[config.mk]
export PLATFORM = sky130hd
export DESIGN_NAME = sevenseg_scan_driver
export DESIGN_NICKNAME = d
export VERILOG_FILES = /design/src/rtl/sevenseg_pkg.sv /design/src/rtl/sevenseg_hex_decode.sv /design/src/rtl/sevenseg_scan_driver.sv
export SDC_FILE = /design/constraint.sdc
export NUM_CORES = 1
export LEC_CHECK = 0
export CORE_AREA = 5 5 97 76
export CTS_CLUSTER_SIZE = 10
export DETAILED_ROUTE_END_ITERATION = 12
export DIE_AREA = 0 0 102 81
export DONT_BUFFER_PORTS = 1
export PLACE_DENSITY = 0.76
export REMOVE_ABC_BUFFERS = 1
export SYNTH_ARGS = -nofsm -noshare
export SYNTH_HDL_FRONTEND = slang
export SYNTH_SLANG_ARGS = --single-unit
[constraint.sdc]
create_clock -name clk -period 2.3 [get_ports clk]
set_input_delay 0.345 -clock clk [delete_from_list [all_inputs] [get_ports clk]]
set_output_delay 0.345 -clock clk [all_outputs]
set_load 0.02 [all_outputs]
[src/rtl/sevenseg_pkg.sv]
// Shared seven-segment definitions: hex glyph table, all-off pattern and decode helper.
// Patterns are active-high with bit 0 = segment a through bit 6 = segment g.
package sevenseg_pkg;

  localparam logic [6:0] SEG_OFF = 7'h00;

  localparam logic [6:0] SEG_HEX [16] = '{
    7'h3F, 7'h06, 7'h5B, 7'h4F, 7'h66, 7'h6D, 7'h7D, 7'h07,
    7'h7F, 7'h6F, 7'h77, 7'h7C, 7'h39, 7'h5E, 7'h79, 7'h71
  };

  function automatic logic [6:0] hex_to_seg(input logic [3:0] nibble);
    return SEG_HEX[nibble];
  endfunction

endpackage

[src/rtl/sevenseg_hex_decode.sv]
// Combinational hex nibble to active-high seven-segment pattern.
module sevenseg_hex_decode
  import sevenseg_pkg::*;
(
  input  logic [3:0] nibble,
  output logic [6:0] seg
);

  assign seg = hex_to_seg(nibble);

endmodule

[src/rtl/sevenseg_scan_driver.sv]
// Time-multiplexed seven-segment driver: double-buffered hex digits, leading-zero
// blanking, per-slot dead time and configurable anode/segment polarity.
module sevenseg_scan_driver
  import sevenseg_pkg::*;
#(
  parameter int NUM_DIGITS     = 4,
  parameter int CLK_DIV        = 50000,
  parameter int DEAD_CYCLES    = 8,
  parameter bit SEG_ACTIVE_LOW = 1'b0,
  parameter bit AN_ACTIVE_LOW  = 1'b1,
  parameter bit BLANK_LEADING  = 1'b1
) (
  input  logic                    clk,
  input  logic                    rst,
  input  logic [4*NUM_DIGITS-1:0] value,
  input  logic [NUM_DIGITS-1:0]   dp,
  input  logic                    load,
  input  logic                    enable,
  output logic [6:0]              seg,
  output logic                    dp_out,
  output logic [NUM_DIGITS-1:0]   an,
  output logic                    frame_done
);

  localparam int CW = (CLK_DIV > 1) ? $clog2(CLK_DIV) : 1;
  localparam int IW = $clog2(NUM_DIGITS);
  localparam int VW = 4 * NUM_DIGITS;

  localparam logic [NUM_DIGITS-1:0] AN_IDLE  = {NUM_DIGITS{AN_ACTIVE_LOW}};
  localparam logic [6:0]            SEG_IDLE = SEG_OFF ^ {7{SEG_ACTIVE_LOW}};

  logic [CW-1:0]         cnt;
  logic [IW-1:0]         idx;
  logic                  slot_end;
  logic                  boundary;

  logic [VW-1:0]         pend_val;
  logic [NUM_DIGITS-1:0] pend_dp;
  logic                  pend_valid;
  logic [VW-1:0]         act_val;
  logic [NUM_DIGITS-1:0] act_dp;

  logic [3:0]            nib_p0;
  logic [6:0]            hex_p0;
  logic                  blank_p0;
  logic                  vld_p0;
  logic [6:0]            pat_p0;
  logic [NUM_DIGITS-1:0] onehot_p0;

  assign slot_end = (cnt == CW'(CLK_DIV - 1));
  assign boundary = slot_end && (idx == IW'(NUM_DIGITS - 1));

  always_ff @(posedge clk) begin
    if (rst) begin
      cnt        <= '0;
      idx        <= '0;
      frame_done <= 1'b0;
    end else begin
      frame_done <= boundary;
      if (slot_end) begin
        cnt <= '0;
        idx <= (idx == IW'(NUM_DIGITS - 1)) ? '0 : idx + 1'b1;
      end else begin
        cnt <= cnt + 1'b1;
      end
    end
  end

  // A load landing on the boundary cycle lands in pending after the transfer,
  // so it is shown one frame later and pend_valid stays set.
  always_ff @(posedge clk) begin
    if (rst) begin
      pend_val   <= '0;
      pend_dp    <= '0;
      pend_valid <= 1'b0;
      act_val    <= '0;
      act_dp     <= '0;
    end else begin
      if (boundary && pend_valid) begin
        act_val    <= pend_val;
        act_dp     <= pend_dp;
        pend_valid <= 1'b0;
      end
      if (load) begin
        pend_val   <= value;
        pend_dp    <= dp;
        pend_valid <= 1'b1;
      end
    end
  end

  // Stage p0: select the current digit, decode it and decide blanking
  assign nib_p0 = act_val[{idx, 2'b00} +: 4];

  sevenseg_hex_decode u_hex_decode (
    .nibble (nib_p0),
    .seg    (hex_p0)
  );

  assign blank_p0  = BLANK_LEADING && (idx != '0) && ((act_val >> {idx, 2'b00}) == '0);
  assign vld_p0    = enable && (cnt >= CW'(DEAD_CYCLES));
  assign pat_p0    = blank_p0 ? SEG_OFF : hex_p0;
  assign onehot_p0 = NUM_DIGITS'(1) << idx;

  // Stage p1: registered pin drive with polarity applied
  always_ff @(posedge clk) begin
    if (rst) begin
      an     <= AN_IDLE;
      seg    <= SEG_IDLE;
      dp_out <= SEG_ACTIVE_LOW;
    end else if (vld_p0) begin
      an     <= onehot_p0 ^ AN_IDLE;
      seg    <= pat_p0 ^ {7{SEG_ACTIVE_LOW}};
      dp_out <= act_dp[idx] ^ SEG_ACTIVE_LOW;
    end else begin
      an     <= AN_IDLE;
      seg    <= SEG_IDLE;
      dp_out <= SEG_ACTIVE_LOW;
    end
  end

endmodule

**After elaboration in Yosys (flattened, before gate mapping)**

Memory sizes are Yosys's and may differ from the RTL's. A register that Yosys moved wholly into a read port is not among the register bits.
Cells that the tools add are included.

- Bits in latches: 0
- Memory bits (read-only): 112
- RAM bits: 0
- Output and inout bits: 13
- Memories: 1
- Logic and storage cells: 38
- Bits in registers: 65

Memory list:

| memory | depth | bits a word | rd ports | clocked after memory_dff | write ports | RTL line | source |
|---|---|---|---|---|---|---|---|
| (no name shown) | 16 | 7 | 1 | 1 | 0 | sevenseg_pkg.sv:13 | `return SEG_HEX[nibble];` |

- Mux-type cells: 5
- Divide/modulo/power cells: 0
- Shifts and indexed selects: 3
- Bitwise operators: 3
- Order comparisons: 2
- Multiply operators: 0
- Add/sub/neg operators: 2
- Eq/ne operators: 2
- Reduce and logical (&&, ||, !) cells: 10

Operators by type and width:

| cell | number |
|---|---|
| 16-bit by 1-bit adder with 16-bit output (second input constant) | 1 |
| 16-bit == test (second input constant) | 1 |
| 16-bit by 4-bit greater-or-equal comparator with 1-bit output (second input constant) | 1 |
| 16-bit zero test | 1 |
| 16-bit by 5-bit variable part select with 4-bit output | 1 |
| 16-bit by 4-bit right shift with 16-bit output | 1 |
| 4-bit NOT with 5-bit output | 1 |
| 1-bit logical AND | 4 |
| 4-bit NOT | 1 |
| 2-bit nonzero test | 2 |
| 2-bit OR reduction | 2 |
| 1-bit by 2-bit << shifter with 4-bit output (first input constant) | 1 |
| 2-bit by 3-bit < comparator with 1-bit output (second input constant) | 1 |
| 1-bit two-way mux | 3 |
| 3-bit OR reduction | 1 |
| 2-bit by 1-bit adder with 2-bit output (second input constant) | 1 |
| 1-bit binary-select mux with 2-bit select | 1 |
| 2-bit == test (second input constant) | 1 |
| 2-bit two-way mux | 1 |
| 1-bit NOT | 1 |

**Logic depth before layout (Yosys ltp)**

Gate-level depths: netlist of run 1.

- Depth in word-level cells: 5
- Mapped depth: 8

**Modules after synthesis**

From an unflattened synthesis of run 1, not the netlist that was laid out.

- Cell total of the unflattened synthesis: 340
- Area total of the unflattened synthesis: 3388.2 um^2

By module, submodules not included:

| module | area each (um^2) | sequential area each (um^2) | cells an instance | times used |
|---|---|---|---|---|
| sevenseg_scan_driver | 3100.5 | 1441.4 | 307 | 1 |
| sevenseg_hex_decode | 287.8 | 0.0 | 33 | 1 |

**Least setup slack after synthesis of run 1**

Ideal clock, no wire load.

- Path type: register to register
- From: register idx[0]
- To: register seg[2]
- Setup slack: -0.080 ns
- Stages on the path, launching flop included: 8
- Data arrival time: 2.229 ns
- Clock period less this slack: 2.380 ns
- Cells stage by stage: dfxtp_1 > buf_2 > mux4_2 > inv_1 > ha_1 > nand4b_1 > o41ai_2 > a311oi_1

- Longest elaborated chain between the ends: 4

Ends and longest elaborated chain:

| element | RTL line | source |
|---|---|---|
| start, declared | sevenseg_scan_driver.sv:33 | `logic [IW-1:0] idx;` |
| start signal, assigned | sevenseg_scan_driver.sv:62 | `idx <= (idx == IW'(NUM_DIGITS - 1)) ? '0 : idx + 1'b1;` |
| 16-bit by 4-bit right shift with 16-bit output | sevenseg_scan_driver.sv:100 | `assign blank_p0 = BLANK_LEADING && (idx != '0) && ((act_val >> {idx, 2'b00}) == '0);` |
| 16-bit zero test | sevenseg_scan_driver.sv:100 |  |
| 1-bit logical AND | sevenseg_scan_driver.sv:100 |  |
| 3-bit OR reduction (no line) | n/a |  |
| end, declared | sevenseg_scan_driver.sv:19 | `output logic [6:0] seg,` |

Parallel ways exist; a longest one is shown, timed or not.
A chain may end at the register's enable or synchronous reset.

**Final worst setup path of run 1**

- From: register idx[0]
- To: register seg[4]

Same word-level chain as after synthesis.

==> results of run 1 <==
state kept, by name (all words and copies together) (netlist names), 2 cells and up:
name and cells:
act_val 16, cnt 16, pend_val 16, seg 7
act_dp 4, an 4, pend_dp 4, idx 2
cells by family after synthesis:
group	count (synthesis)
simple gates	137
flops	72
compound gates	37
fa+ha+maj	13
buf+inv	25
mux	33
xor+xnor	17
through the flow:
stage	TNS [ns]	total power [mW]	area (sq um)	util (%)	hold WS, ns
2_1_floorplan	-0.557	1.36	3010	-	0.414
3_3_place_gp	0	1.36	3150	50.7	0.419
3_5_place_dp	0	1.37	3150	50.7	0.422
4_1_cts	0	2.35	3350	53.8	0.0458
5_1_grt	0	2.44	3360	54.0	0.0374
6_report	0	2.34	3360	54.0	0.0648
final timing paths:
check / startpoint / endpoint / slack (ns) / cells past startpoint
max reg2reg: idx[0] / seg[4] / 0.23 / 7
min reg2reg: act_dp[2] / act_dp[2] / 0.45 / 2
max: idx[0] / seg[4] / 0.23 / 7
min: rst / pend_val[3] / 0.06 / 1
where the power goes:
group          internal, mW  total [mW]  leakage [nW]  switching [mW]
logic                0.0292      0.0504         0.614          0.0212
clock network         0.558       0.997         0.103           0.440
registers              1.27        1.29         0.585          0.0159
critical path, delay by kind of cell (launching register included):
kind / cells / cell delay [ns]
muxes: 1 / 0.57
and+or+nand+nor: 1 / 0.12
adders and majority gates: 1 / 0.22
AOI/OAI and AO/OA: 2 / 0.29
DFF: 1 / 0.37
buffers and inverters: 2 / 0.36
metal layers:
layer | share of wire (%) | up-vias | routed length [microns]
li1 | - | 1138 | -
met2 | 43 | 42 | 2560
met5 | 0 | - | 0
met1 | 50 | 1030 | 3000
met4 | 1.7 | 0 | 103
met3 | 4.9 | 10 | 289
cell type report:
cell class | instances | area share, %
Multi-Input combinational cell | 237 | 45.8
Tap cell | 81 | 3.02
Clock inverter | 3 | 1.19
Timing Repair Buffer | 6 | 1.34
Sequential cell | 72 | 42.9
Inverter | 9 | 1.01
Clock buffer | 13 | 4.73
synth_stat cells (2+ instances only):
library cell and count:
o22ai_1 2, xor2_1 12, xnor2_1 5, inv_1 8, buf_4 3, clkbuf_1 7, nand2_1 59, nand3_1 5
buf_1 4, nor4_1 4, nor3_1 3, and3_1 5, ha_1 13, mux4_2 3, a21oi_1 24, nand4_1 5
mux2_2 2, mux2i_1 28, buf_2 2, and2_1 3, a211oi_1 2, a311oi_1 3, nor2_1 46, dfxtp_1 72
and4_1 2
==> impl_metrics.yaml, run 1 <==
floorplan:
  io_pins: 37
  core-area_sq_um: 6220
  die_h_microns: 81
  rows: 25
  start_util_pct: 49.5
  die_w_microns: 102
  dieArea_sq_um: 8260
final_layout:
  layout_commonest_cell: "dfxtp_1"
  layout_common_cells: "dfxtp_1 (71), nand2_1 (59), nor2_1 (46)"
  multi_input_area_sq_um: 1540
  antenna_cells: 0
  finalNetCount: 372
  fillerInstances: 562
  seqCellArea_sq_um: 1440
  area.growth.synth_to_final_pct: 9.06
  drive_gt1_share_pct: 9.41
  fin_cells: 421
global_route:
  grt_pass1_vias: 2064
  grt_use_met3_pct: 6.35
  grt_max_degree: 48
  grtUsageMet2_pct: 21.7
  grt_usage_pct: 15.6
  grt.busiest_layer: "met1"
  antenna_found_initial: 0
  grt_use_met1_pct: 21.7
  overflow: 0
  grt_pass1_wl_mm: 10.1
sta:
  min_period_over_period_pct: 90.2
  clock.fmax_mhz: 482
  hold_violations: 0
  tightest_slew_ns: 0.530
  setup_slack_ns: 0.226
  finClkSkew_ns: 0.0109
  min_period_ns: 2.07
  slew_viol_final: 0
  maxSlewHeadroom_pct: 64.7
  setup_viol_count_final: 0
  rsz0062_at_grt: "false"
synth:
  avgSynthCellArea_sq_um: 9.22
  synthArstFlopShare_pct: 0
  synthSimpleGateAreaFrac_pct: 19.9
  yosysTopAreaCellShare_pct: 46.8
  synth_compound_area_share_pct: 7.72
  yosys_warnings: 0
  ys_seq_area_share_pct: 46.8
  mappedNetlistArea_sq_um: 3080
  ys_seq_elements: 72
  synth_xor_area_share_pct: 4.83
  synthFlopType: "dfxtp_1"
  synth_top_family_by_area: "simple AND/OR/NAND/NOR gates"
  synthAdderAreaFrac_pct: 5.28
  synth-edff-count: 0
  yosys.area.top_type: "dfxtp_1"
  synthMuxAreaShare_pct: 12.0
  syn_inst: 334
  synth_area_leaders: "dfxtp_1 (47%), mux2i_1 (9.1%), nand2_1 (7.2%)"
  ys_types: 37
cts:
  clk_latency_ns: 0.35
  cts_buffer_depth: 2
  htree_levels: 3
  cts_hold_buf: 0
  numCtsBuffers: 9
  root_buffer: "clkbuf_8"
  cts_sinks: 72
  cts_setup_buffers: 0
  path_clk_slew_ns: 0.08
  tritoncts: "done"
  cts_resized: 0
place:
  io_buffers: 0
  dpl.cell_count: 405
  hpwl_mm: 4.18
  place_ws_ns: 0.204
  gp_congestion: 0.922
setup_path:
  worstPathArrival_ns: 2.28
  start_kind: "flip-flop"
  crit_path_max_incr_delay_ns: 0.57
  path_class: "flip-flop to flip-flop"
  path_cells: "mux4_2 > inv_1 > ha_1 > nand4b_1 > o41ai_2 > buf_4 > a311oi_1"
  crit_path_end_kind: "flip-flop"
  crit_fanout: 7
  cp_slowest_cell: "mux4_2"
  required_ns: 2.51
route:
  drc: 0
  postRouteAntennaNets: 0
  wl_per_cell_microns: 14.1
  wl_mm: 5.95
  dr_total_vias: 2220
  via_per_inst: 5.27
  drt_iter0_markers: 139
  drt_first_pass_iters: 4
power_and_ir_drop:
  p_per_area_nw_per_um2: 696
  peakVddDrop_mv: 0.585
  p_leak_nw: 1.30
job:
  maxCapViolCount: 0
run_status:
  outcome: "finished, final reports clean"
hold_path:
  worstHoldPathType: "input pin to flip-flop"
Note: power is estimated with default switching activity, not from simulation.
==> inputs of run 2 (changes only) <==
--- a/config.mk
+++ b/config.mk
@@ -5,13 +5,14 @@
 export SDC_FILE = /design/constraint.sdc
 export NUM_CORES = 1
 export LEC_CHECK = 0
-export CORE_AREA = 5 5 97 76
+export CORE_AREA = 10 10 102 81
 export CTS_CLUSTER_SIZE = 10
 export DETAILED_ROUTE_END_ITERATION = 12
-export DIE_AREA = 0 0 102 81
+export DIE_AREA = 0 0 112 91
 export DONT_BUFFER_PORTS = 1
 export PLACE_DENSITY = 0.76
 export REMOVE_ABC_BUFFERS = 1
+export SKIP_CTS_REPAIR_TIMING = 1
 export SYNTH_ARGS = -nofsm -noshare
 export SYNTH_HDL_FRONTEND = slang
 export SYNTH_SLANG_ARGS = --single-unit
==> run 2 against run 1 <==
Clock skew shrank 0.0021 ns; clock-buffer cell count shrank 4; core utilization grew 0.30 points; fmax shrank 2.3%; sequential power is essentially flat; register-to-register slack lost 0.05 ns; combinational power is essentially flat; highest routed layer unchanged.
==> impl_metrics.yaml, run 2 (same netlist as run 1, synthesis figures left out) <==
place:
  gp_congestion: 0.827
  dpl.cell_count: 405
  hpwl_mm: 4.42
  io_buffers: 0
  placed_area_sq_um: 3150
floorplan:
  start_util_pct: 49.5
  io_pins: 37
  dieArea_sq_um: 10200
  rows: 25
  core-area_sq_um: 6220
  die_w_microns: 112
  die_h_microns: 91
sta:
  finClkSkew_ns: 0.00880
  rsz0062_at_grt: "false"
  clock.fmax_mhz: 471
  min_period_over_period_pct: 92.3
  setup_viol_count_final: 0
  slew_viol_final: 0
  hold_violations: 0
  fin_tns_setup_ns: 0
  min_period_ns: 2.12
  maxSlewHeadroom_pct: 39.8
  tightest_slew_ns: 0.897
setup_path:
  r2r-start: "cnt[10]"
  r2r_end: "seg[4]"
  r2r_slack_ns: 0.18
  worstPathArrival_ns: 2.35
  required_ns: 2.53
  worstRegToRegCells: 6
  crit_path_end_kind: "flip-flop"
  path_class: "flip-flop to flip-flop"
  crit_fanout: 7
  start_kind: "flip-flop"
cts:
  htree_levels: 3
  cts_buffer_depth: 2
  clk_latency_ns: 0.34
  tritoncts: "done"
  cts_sinks: 72
  root_buffer: "clkbuf_8"
  numCtsBuffers: 9
  path_clk_slew_ns: 0.08
route:
  postRouteAntennaNets: 0
  drc: 0
  dr_total_vias: 2242
  wl_mm: 6.08
  via_per_inst: 5.33
  drt_first_pass_iters: 4
  drt_iter0_markers: 117
  wl_per_cell_microns: 14.4
hold_path:
  worstHoldPathType: "input pin to flip-flop"
  hold-path-cell-count: 1
  holdPathEnd: "pend_val[5]"
  hp-start: "rst"
final_layout:
  fin_cells: 421
  layout_commonest_cell: "dfxtp_1"
  area.growth.synth_to_final_pct: 9.67
  final_cell_area_sq_um: 3380
  antenna_cells: 0
  finalNetCount: 372
  fillerInstances: 563
  drive_gt1_share_pct: 9.12
  layout_common_cells: "dfxtp_1 (72), nand2_1 (59), nor2_1 (46)"
  largestRegisters: "act_val x16, cnt x16, pend_val x16"
power_and_ir_drop:
  peakVddDrop_mv: 0.476
  p_leak_nw: 1.31
  p_per_area_nw_per_um2: 725
  finalPower_mw: 2.45
global_route:
  overflow: 0
  grt_usage_pct: 12.4
  grt_max_degree: 48
  antenna_found_initial: 0
  grt_pass1_wl_mm: 10.8
  grt_pass1_vias: 2236
run_status:
  outcome: "finished, final reports clean"
job:
  maxCapViolCount: 0
[run 2: cell types whose count changed in the layout (fill, tap and decap cells not counted), moves of 2 or more]
cell        change
clkinv_2        -2
clkbuf_1        -2
clkinvlp_4      +2
clkbuf_8        -2
inv_6           +3
[run 2: per-stage QoR]
step                setup slack (ns)  utilization [%]  hold slack [ns]
floorplan                    -0.0898                -            0.414
global placement               0.319             50.7            0.419
detailed placement             0.197             50.7            0.421
CTS                            0.188             54.3           0.0473
global route                  0.0355             54.3           0.0434
finish                         0.177             54.3           0.0658
[run 2: how the worst max path moves through the flow]
stage                     startpoint  endpoint  slack [ns]  cells past startpoint
after floorplan               idx[0]    seg[2]       -0.09                      6
after global placement        idx[0]    seg[4]        0.32                      7
after detailed placement     cnt[13]    seg[4]        0.20                      6
after CTS                    cnt[10]    seg[4]        0.19                      6
after global routing         cnt[10]    seg[4]        0.04                      6
final                        cnt[10]    seg[4]        0.18                      6
[run 2: final cells by class]
| class | instances | area, sq um | share of cell area [%] |
|---|---|---|---|
| clock inverter | 7 | 101 | 3.00 |
| multi-input combinational | 237 | 1530 | 45.3 |
| clock buffer | 9 | 124 | 3.67 |
| tap | 81 | 101 | 3.00 |
| inverter | 9 | 33.8 | 1.00 |
| sequential | 72 | 1440 | 42.7 |
| timing repair buffer | 6 | 45.0 | 1.33 |
[run 2: per-layer routing]
metal  track usage [%]  wire [microns]  vias to the layer above
li1                  -               -                     1141
met1              16.5            3060                     1032
met2              18.1            2580                       61
met3              4.67             377                        8
met4              4.01              58                        0
met5                 0               0                        -
[run 2: report_power, final]
part | total (mW) | internal [mW] | switching [mW]
Combinational | 0.0507 | 0.0293 | 0.0215
Clock | 1.11 | 0.622 | 0.488
Sequential | 1.29 | 1.27 | 0.0170
Total | 2.45 | 1.92 | 0.527
[run 2: worst max-delay path: stages (launching register included)]
cell and delay, ns:
dfxtp_1 0.40, or4_4 0.17, nor4_4 0.05, a311oi_1 0.72
o41ai_2 0.19, buf_4 0.21, a311oi_1 0.28
